## src/rtl/seg7_pkg.sv

```systemverilog
// Shared constants and types for the 4-digit multiplexed 7-segment display path.
// Segment vectors use bit order {a,b,c,d,e,f,g}, active-high.
package seg7_pkg;

    localparam int unsigned NUM_DIGITS = 4;
    localparam int unsigned PTR_W      = $clog2(NUM_DIGITS);
    localparam int unsigned DIGIT_W    = 4;
    localparam int unsigned SEG_W      = 7;

    localparam logic [SEG_W-1:0] SEG_OFF = 7'b000_0000;
    localparam logic [SEG_W-1:0] SEG_0   = 7'b111_1110;
    localparam logic [SEG_W-1:0] SEG_1   = 7'b011_0000;
    localparam logic [SEG_W-1:0] SEG_2   = 7'b110_1101;
    localparam logic [SEG_W-1:0] SEG_3   = 7'b111_1001;
    localparam logic [SEG_W-1:0] SEG_4   = 7'b011_0011;
    localparam logic [SEG_W-1:0] SEG_5   = 7'b101_1011;
    localparam logic [SEG_W-1:0] SEG_6   = 7'b101_1111;
    localparam logic [SEG_W-1:0] SEG_7   = 7'b111_0000;
    localparam logic [SEG_W-1:0] SEG_8   = 7'b111_1111;
    localparam logic [SEG_W-1:0] SEG_9   = 7'b111_1011;
    localparam logic [SEG_W-1:0] SEG_A   = 7'b111_0111;
    localparam logic [SEG_W-1:0] SEG_B   = 7'b001_1111;
    localparam logic [SEG_W-1:0] SEG_C   = 7'b100_1110;
    localparam logic [SEG_W-1:0] SEG_D   = 7'b011_1101;
    localparam logic [SEG_W-1:0] SEG_E   = 7'b100_1111;
    localparam logic [SEG_W-1:0] SEG_F   = 7'b100_0111;

    // Registered display drive: digit enables, segments, decimal point.
    typedef struct packed {
        logic [NUM_DIGITS-1:0] pos;
        logic [SEG_W-1:0]      seg;
        logic                  dp;
    } disp_t;

    localparam disp_t DISP_OFF = '0;

endpackage

```

## src/rtl/seg7_decode.sv

```systemverilog
// Combinational hex digit to 7-segment pattern lookup.
// Ports:
//   digit  in  4  hex value 0-F
//   seg_c  out 7  segment pattern {a,b,c,d,e,f,g}, active-high (combinational)
module seg7_decode
    import seg7_pkg::*;
(
    input  logic [DIGIT_W-1:0] digit,
    output logic [SEG_W-1:0]   seg_c
);

    always_comb begin
        seg_c = SEG_OFF;
        case (digit)
            4'h0: seg_c = SEG_0;
            4'h1: seg_c = SEG_1;
            4'h2: seg_c = SEG_2;
            4'h3: seg_c = SEG_3;
            4'h4: seg_c = SEG_4;
            4'h5: seg_c = SEG_5;
            4'h6: seg_c = SEG_6;
            4'h7: seg_c = SEG_7;
            4'h8: seg_c = SEG_8;
            4'h9: seg_c = SEG_9;
            4'hA: seg_c = SEG_A;
            4'hB: seg_c = SEG_B;
            4'hC: seg_c = SEG_C;
            4'hD: seg_c = SEG_D;
            4'hE: seg_c = SEG_E;
            4'hF: seg_c = SEG_F;
            default: seg_c = SEG_OFF;
        endcase
    end

endmodule

```

## src/rtl/seg7_scan_driver.sv

```systemverilog
// 4-digit multiplexed common-cathode 7-segment scan driver with anti-ghosting
// blank gap and fixed decimal-point pattern.
// Optional feature: define SEG_LZB_EN for leading-zero blanking of digits 3/2.
// Ports:
//   clk         in  1  system clock, rising edge
//   reset       in  1  synchronous, active-high
//   scan        in  1  single-cycle scan-step strobe
//   d0..d3      in  4  digit values, d0 rightmost
//   pos         out 4  one-hot digit enable, active-high (registered)
//   a..g        out 1  segment drives, active-high (registered)
//   dp          out 1  decimal point, active-high (registered)
module seg7_scan_driver
    import seg7_pkg::*;
#(
    parameter int unsigned           BLANK_CYCLES = 4,
    parameter logic [NUM_DIGITS-1:0] DP_MASK      = 4'b1010
)(
    input  logic                  clk,
    input  logic                  reset,
    input  logic                  scan,
    input  logic [DIGIT_W-1:0]    d0,
    input  logic [DIGIT_W-1:0]    d1,
    input  logic [DIGIT_W-1:0]    d2,
    input  logic [DIGIT_W-1:0]    d3,
    output logic [NUM_DIGITS-1:0] pos,
    output logic                  a,
    output logic                  b,
    output logic                  c,
    output logic                  d,
    output logic                  e,
    output logic                  f,
    output logic                  g,
    output logic                  dp
);

    localparam int unsigned     CNT_W    = (BLANK_CYCLES == 0) ? 1 : $clog2(BLANK_CYCLES + 1);
    localparam logic [CNT_W-1:0] CNT_LOAD = CNT_W'(BLANK_CYCLES);

    logic [PTR_W-1:0]   ptr_q, ptr_d;
    logic [CNT_W-1:0]   cnt_q, cnt_d;
    logic               seen_q, seen_d;
    disp_t              disp_q, disp_d;
    logic [DIGIT_W-1:0] digit_sel_c;
    logic [SEG_W-1:0]   seg_c;

    // Select the digit addressed by the scan pointer; inputs are tracked live.
    always_comb begin
        digit_sel_c = d0;
        case (ptr_q)
            2'd0: digit_sel_c = d0;
            2'd1: digit_sel_c = d1;
            2'd2: digit_sel_c = d2;
            2'd3: digit_sel_c = d3;
            default: digit_sel_c = d0;
        endcase
    end

    seg7_decode u_decode (
        .digit (digit_sel_c),
        .seg_c (seg_c)
    );

`ifdef SEG_LZB_EN
    logic lead_zero_c;

    // Digit 3 blanks on a zero; digit 2 blanks only when digit 3 is also zero.
    always_comb begin
        lead_zero_c = (d3 == '0) &&
                      ((ptr_q == PTR_W'(3)) || ((ptr_q == PTR_W'(2)) && (d2 == '0)));
    end
`endif

    // Next-state: scan restarts the gap, gap counts down, then the selected digit is driven.
    always_comb begin
        ptr_d  = ptr_q;
        cnt_d  = cnt_q;
        seen_d = seen_q;
        disp_d = DISP_OFF;
        if (scan) begin
            ptr_d  = ptr_q + PTR_W'(1);
            cnt_d  = CNT_LOAD;
            seen_d = 1'b1;
        end else if (cnt_q != '0) begin
            cnt_d = cnt_q - CNT_W'(1);
        end else if (seen_q) begin
            disp_d.pos = NUM_DIGITS'(1) << ptr_q;
            disp_d.seg = seg_c;
            disp_d.dp  = DP_MASK[ptr_q];
`ifdef SEG_LZB_EN
            if (lead_zero_c) begin
                disp_d.seg = SEG_OFF;
                disp_d.dp  = 1'b0;
            end
`endif
        end
    end

    // State and output registers; reset parks the pointer with the display dark.
    always_ff @(posedge clk) begin
        if (reset) begin
            ptr_q  <= '0;
            cnt_q  <= '0;
            seen_q <= 1'b0;
            disp_q <= DISP_OFF;
        end else begin
            ptr_q  <= ptr_d;
            cnt_q  <= cnt_d;
            seen_q <= seen_d;
            disp_q <= disp_d;
        end
    end

    assign pos = disp_q.pos;
    assign a   = disp_q.seg[6];
    assign b   = disp_q.seg[5];
    assign c   = disp_q.seg[4];
    assign d   = disp_q.seg[3];
    assign e   = disp_q.seg[2];
    assign f   = disp_q.seg[1];
    assign g   = disp_q.seg[0];
    assign dp  = disp_q.dp;

endmodule

```

## config.mk

```make
export PLATFORM = sky130hd
export DESIGN_NAME = seg7_scan_driver
export DESIGN_NICKNAME = d
export VERILOG_FILES = /design/src/rtl/seg7_pkg.sv /design/src/rtl/seg7_decode.sv /design/src/rtl/seg7_scan_driver.sv
export SDC_FILE = /design/constraint.sdc
export NUM_CORES = 1
export LEC_CHECK = 0
export CAP_MARGIN = 10
export CORE_MARGIN = 5
export CORE_UTILIZATION = 45
export CTS_CLUSTER_DIAMETER = 60
export DETAILED_ROUTE_END_ITERATION = 10
export HOLD_SLACK_MARGIN = 0.02
export PLACE_DENSITY_LB_ADDON = 0.3
export SYNTH_ARGS = -nofsm -noshare
export SYNTH_HDL_FRONTEND = slang
export SYNTH_SLANG_ARGS = --single-unit
```

## constraint.sdc

```tcl
create_clock -name clk -period 2.8 [get_ports clk]
set_input_delay 0.28 -clock clk [delete_from_list [all_inputs] [get_ports clk]]
set_output_delay 0.28 -clock clk [all_outputs]
set_load 0.02 [all_outputs]
```

Yosys cells after proc, flatten, opt, wreduce, memory -nomap -nowiden

Memories as Yosys holds them, arrays and structs flattened. A register that Yosys moved wholly into a read port is not among the register bits.
Cells that the tools add are included.

Multiplexer cells: 5
Shift-type cells: 1
Equal/unequal tests: 3
Order comparisons: 1
Add/sub/neg operators: 2
Bitwise gates (word level): 1
Reduce and logical (&&, ||, !) cells: 5

Operators by type and width:

| cell                | count |
|---|---|
| $pmux 4 s4          | 1 |
| $mux 3              | 2 |
| $eq 2x2->1 const B  | 2 |
| $reduce_or 4->1     | 1 |
| $shl 1x2->4 const A | 1 |
| $lt 2x3->1 const B  | 1 |
| $reduce_bool 3->1   | 1 |
| $sub 3x1->3 const B | 1 |
| $add 2x1->2 const B | 1 |
| $bmux 1 s2          | 1 |
| $eq 2x1->1 const B  | 1 |
| $logic_not 2->1     | 1 |
| $reduce_bool 2->1   | 1 |
| $reduce_or 2->1     | 1 |
| $mux 1              | 1 |
| $not 1->1           | 1 |

Bits in read-only memories: 112
Register bits after elaboration: 11
Word-level logic and storage cells: 25
Output and inout port bits: 12
Memories kept: 1

Memory list:

| memory          | depth | width | rd ports | clocked after memory_dff | wr ports | RTL line          | text |
|---|---|---|---|---|---|---|---|
| (no name shown) | 16    | 7     | 1        | 1                        | 0        | seg7_decode.sv:14 | `case (digit)` |

Logic depth before layout (Yosys ltp)

Depth after elaboration: 3
Depth in mapped cells: 11
Depth with buffers taken out: 11

Hierarchy

From an unflattened synthesis, not the netlist that was laid out.

Cell total of the unflattened synthesis: 105
Area total of the unflattened synthesis: 1037.2 um2

By module, submodules not included:

| module           | instances | cells an instance | sequential area each (um2) | area an instance (um2) |
|---|---|---|---|---|
| seg7_scan_driver | 1         | 72                | 360.3                      | 748.2 |
| seg7_decode      | 1         | 33                | 0.0                        | 289.0 |

Worst setup path before layout

No wires, ideal clock.

Path kind: register to register
Start: register ptr_q[0]
End: register f (netlist name)
Clock period less this slack: 2.289 ns
Slack: 0.511 ns
Data arrival time: 2.193 ns
Buffers on the path: 0
Stages on the path, launching flop included: 11
Cell sequence: dfxtp_1 > inv_1 > ha_1 > a222oi_1 > nand2_1 > o21ai_0 > inv_1 > ha_1 > nand2_1 > o21ai_0 > a221oi_1

Cells in the longest elaborated chain, start to end: 2

Ends and longest elaborated chain:

| what                               | RTL line                | text |
|---|---|---|
| start: declaration                 | seg7_scan_driver.sv:39  | `logic [PTR_W-1:0] ptr_q, ptr_d;` |
| start signal: assignment           | seg7_scan_driver.sv:106 | `ptr_q <= ptr_d;` |
| $eq 2x2->1 (tied with other cells) | seg7_scan_driver.sv:49  | `case (ptr_q)` |
| $pmux 4 s4 (*)                     | seg7_scan_driver.sv:49  |  |

Mark *: on every way between the ends. The rest lies on a longest branch, timed or not.
A chain may end at the register's enable or synchronous reset.

Final worst setup path

Start: register ptr_q[0]
End: register f (netlist name)

Cells in the longest elaborated chain, start to end: 2

Ends and longest elaborated chain:

| what                               | RTL line |
|---|---|
| $eq 2x2->1 (tied with other cells) | seg7_scan_driver.sv:49 |
| $pmux 4 s4 (*)                     | seg7_scan_driver.sv:49 |

Marks and branches as above.

==> reports/qor.yml <==
hp-class: "reg -> reg"
worst-setup-path-type: "reg -> reg"
p_sw_share_pct: 32.5
synth_cell_types: 27
dr.pass1.iters: 4
start_util_pct: 48.1
cts.root.buffer_cell: "clkbuf_4"
finalNonFillerCells: 162
post-route-util_pct: 65.6
clock_skew_ns: 0.0105
worstMarginPinSlew_ns: 0.721
core_area_sq_um: 2000
seqPwrFrac_pct: 44.8
die_h_um: 56.2
fmax_ghz: 0.422
final-hold-violation-count: 0
whs_ns: 0.502
grt_overflow: 0
clk_latency_ns: 0.29
finalSetupViolCount: 0
wl_per_cell_um: 12.8
die_w_um: 56.2
avgSynthCellArea_sq_um: 9.25
cts_sinks: 18
route.detailed.drc: 0
power.total_mw: 0.619
critPathMaxFanout: 6
place_ws_ns: 0.473
worstPathRequired_ns: 3.00
drtIter0Drc: 29
cap_violations: 0
nets: 170
power_density_nw_per_um2: 471
outcome: "finished clean"
cts.path.max_buffers: 2
p_clk_share_pct: 20.3
row_count: 16
cp_slowest_cell: "dfxtp_1"
htree_levels: 1
syn_nets: 137
gp_congestion: 0.939
tns_ns: 0
rsz0062_at_grt: "false"
slew_headroom_pct: 52.0
hpwlAfterDp_um: 1650
cts_setup_buffers: 0
max-vdd-ir-drop_mv: 0.331
syn_inst: 104
yosysSeqAreaShare_pct: 37.5
fillCellCount: 173
grt_pass1_wl_um: 3440
diodes: 0
p_int_mw: 0.417
antenna_left: 0
routed_wl_um: 2080
grt_max_degree: 12
grt_use_total_pct: 13.5
area_growth_syn_to_layout_pct: 36.5
max_stage_delay_ns: 0.46
antenna_found_initial: 0
syn_area_sq_um: 962
synth.ff_latch_count: 18
ctsResizeCount: 0
vias: 850
leakage_nw: 0.567
viasPerCell: 5.25
place_inst: 159
switchingPower_mw: 0.201
hold_buffers: 0
fin_area_sq_um: 1310
drive_gt1_share_pct: 6.67
io_buffers: 30
worst_setup_path_end_kind: "flip-flop"
cts_tree: "yes"
final_cell_mix: "clkdlybuf4s50_1 (30), dfxtp_1 (18), ha_1 (14)"
dpl_cell_area_sq_um: 1290
grt_pass1_vias: 852
setup_ws_ns: 0.431
mostFrequentLayoutCell: "clkdlybuf4s50_1"
period_minus_slack_ns: 2.37
path_clk_slew_ns: 0.10
yosys_warnings: 0
io_pins: 31
die_area_sq_um: 3160
path_cells: "inv_1 > ha_1 > a222oi_1 > nand2_1 > o21ai_0 > inv_1 > ha_1 > nand2_1 > o21ai_0 > a221oi_1"
drv_slew: 0
rrSetupSlack_ns: 0.43
critPathArrivalTime_ns: 2.56
critPathLaunchType: "flip-flop"
cts_buffers: 3
power_frac_comb_pct: 34.9
period_share_pct: 84.6
[per-layer routing]
metal	part of all wire, %	track usage [%]	vias to the layer above	wire [um]
met2	51	23.2	21	1060
met1	40	13.6	397	825
met3	7.1	5.80	4	147
met5	0	0	-	0
li1	-	-	428	-
met4	1.8	7.46	0	38
[kinds of logic (layout without fill, tap and decap cells)]
kind of cell	after synthesis	after routing	share of synthesized area, %
flip-flops	18	18	37.5
AND/OR/NAND/NOR	30	30	14.4
buffers and inverters	15	46	5.98
adder cells (fa/ha/maj)	14	14	18.2
multiplexers	5	5	5.72
AO/OA/AOI/OAI	20	20	16.4
XOR/XNOR	2	2	1.82
[registers in the layout, indices dropped and copies added (netlist names)]
register  cells
e             1
a             1
g             1
cnt_q         3
f             1
seen_q        1
c             1
dp            1
pos           4
b             1
d             1
ptr_q         2
[cells in the mapped netlist (all sizes together)]
master / instances / area, sq um
xnor2: 1 / 8.76
nand3: 2 / 10.0
mux2i: 4 / 43.8
nor3: 7 / 35.0
a222oi: 4 / 40.0
o221a: 2 / 22.5
a221oi: 3 / 26.3
ha: 14 / 175
nor2b: 2 / 12.5
clkbuf: 2 / 7.51
nand2: 5 / 18.8
o31a: 1 / 8.76
inv: 12 / 45.0
and3: 1 / 6.26
xor2: 1 / 8.76
a21oi: 4 / 20.0
nor2: 11 / 41.3
buf: 1 / 5.00
nand2b: 1 / 6.26
dfxtp: 18 / 360
a211oi: 1 / 7.51
mux2: 1 / 11.3
o21a: 1 / 7.51
o21ba: 1 / 10.0
and2: 1 / 8.76
o21ai: 3 / 15.0
[worst max-delay path: cells and delay by family, from the launching register on]
family / cells / cell delay [ns]
AOI/OAI and AO/OA: 4 / 0.89
adders and majority gates: 2 / 0.50
DFF: 1 / 0.46
buffers and inverters: 2 / 0.27
and+or+nand+nor: 2 / 0.17
[power groups by stage]
stage	combinational (mW)	clock [mW]	sequential, mW
floorplan	0.139	0	0.287
global placement	0.207	0	0.282
detailed placement	0.214	0	0.283
CTS	0.216	0.131	0.277
global route	0.242	0.142	0.279
finish	0.216	0.126	0.277
[path summary, 6_finish.rpt]
check                        start             endpoint  cells after the start
min reg2reg    seen_q$_SDFFE_PP0P_  seen_q$_SDFFE_PP0P_                      2
max reg2reg  ptr_q[0]$_SDFFE_PP0P_         f$_SDFF_PP0_                     10
min            seen_q$_SDFFE_PP0P_  seen_q$_SDFFE_PP0P_                      2
max          ptr_q[0]$_SDFFE_PP0P_         f$_SDFF_PP0_                     10
[cell type report]
| cell class | instances | area [sq um] | area share, % |
|---|---|---|---|
| multi-input cells | 71 | 544 | 41.4 |
| flip-flops and latches | 18 | 360 | 27.4 |
| repair buffers | 31 | 308 | 23.4 |
| inverters | 12 | 45.0 | 3.43 |
| well taps | 27 | 33.8 | 2.57 |
| clock buffers | 3 | 22.5 | 1.71 |
No activity file was read; power rests on OpenSTA's default activity.
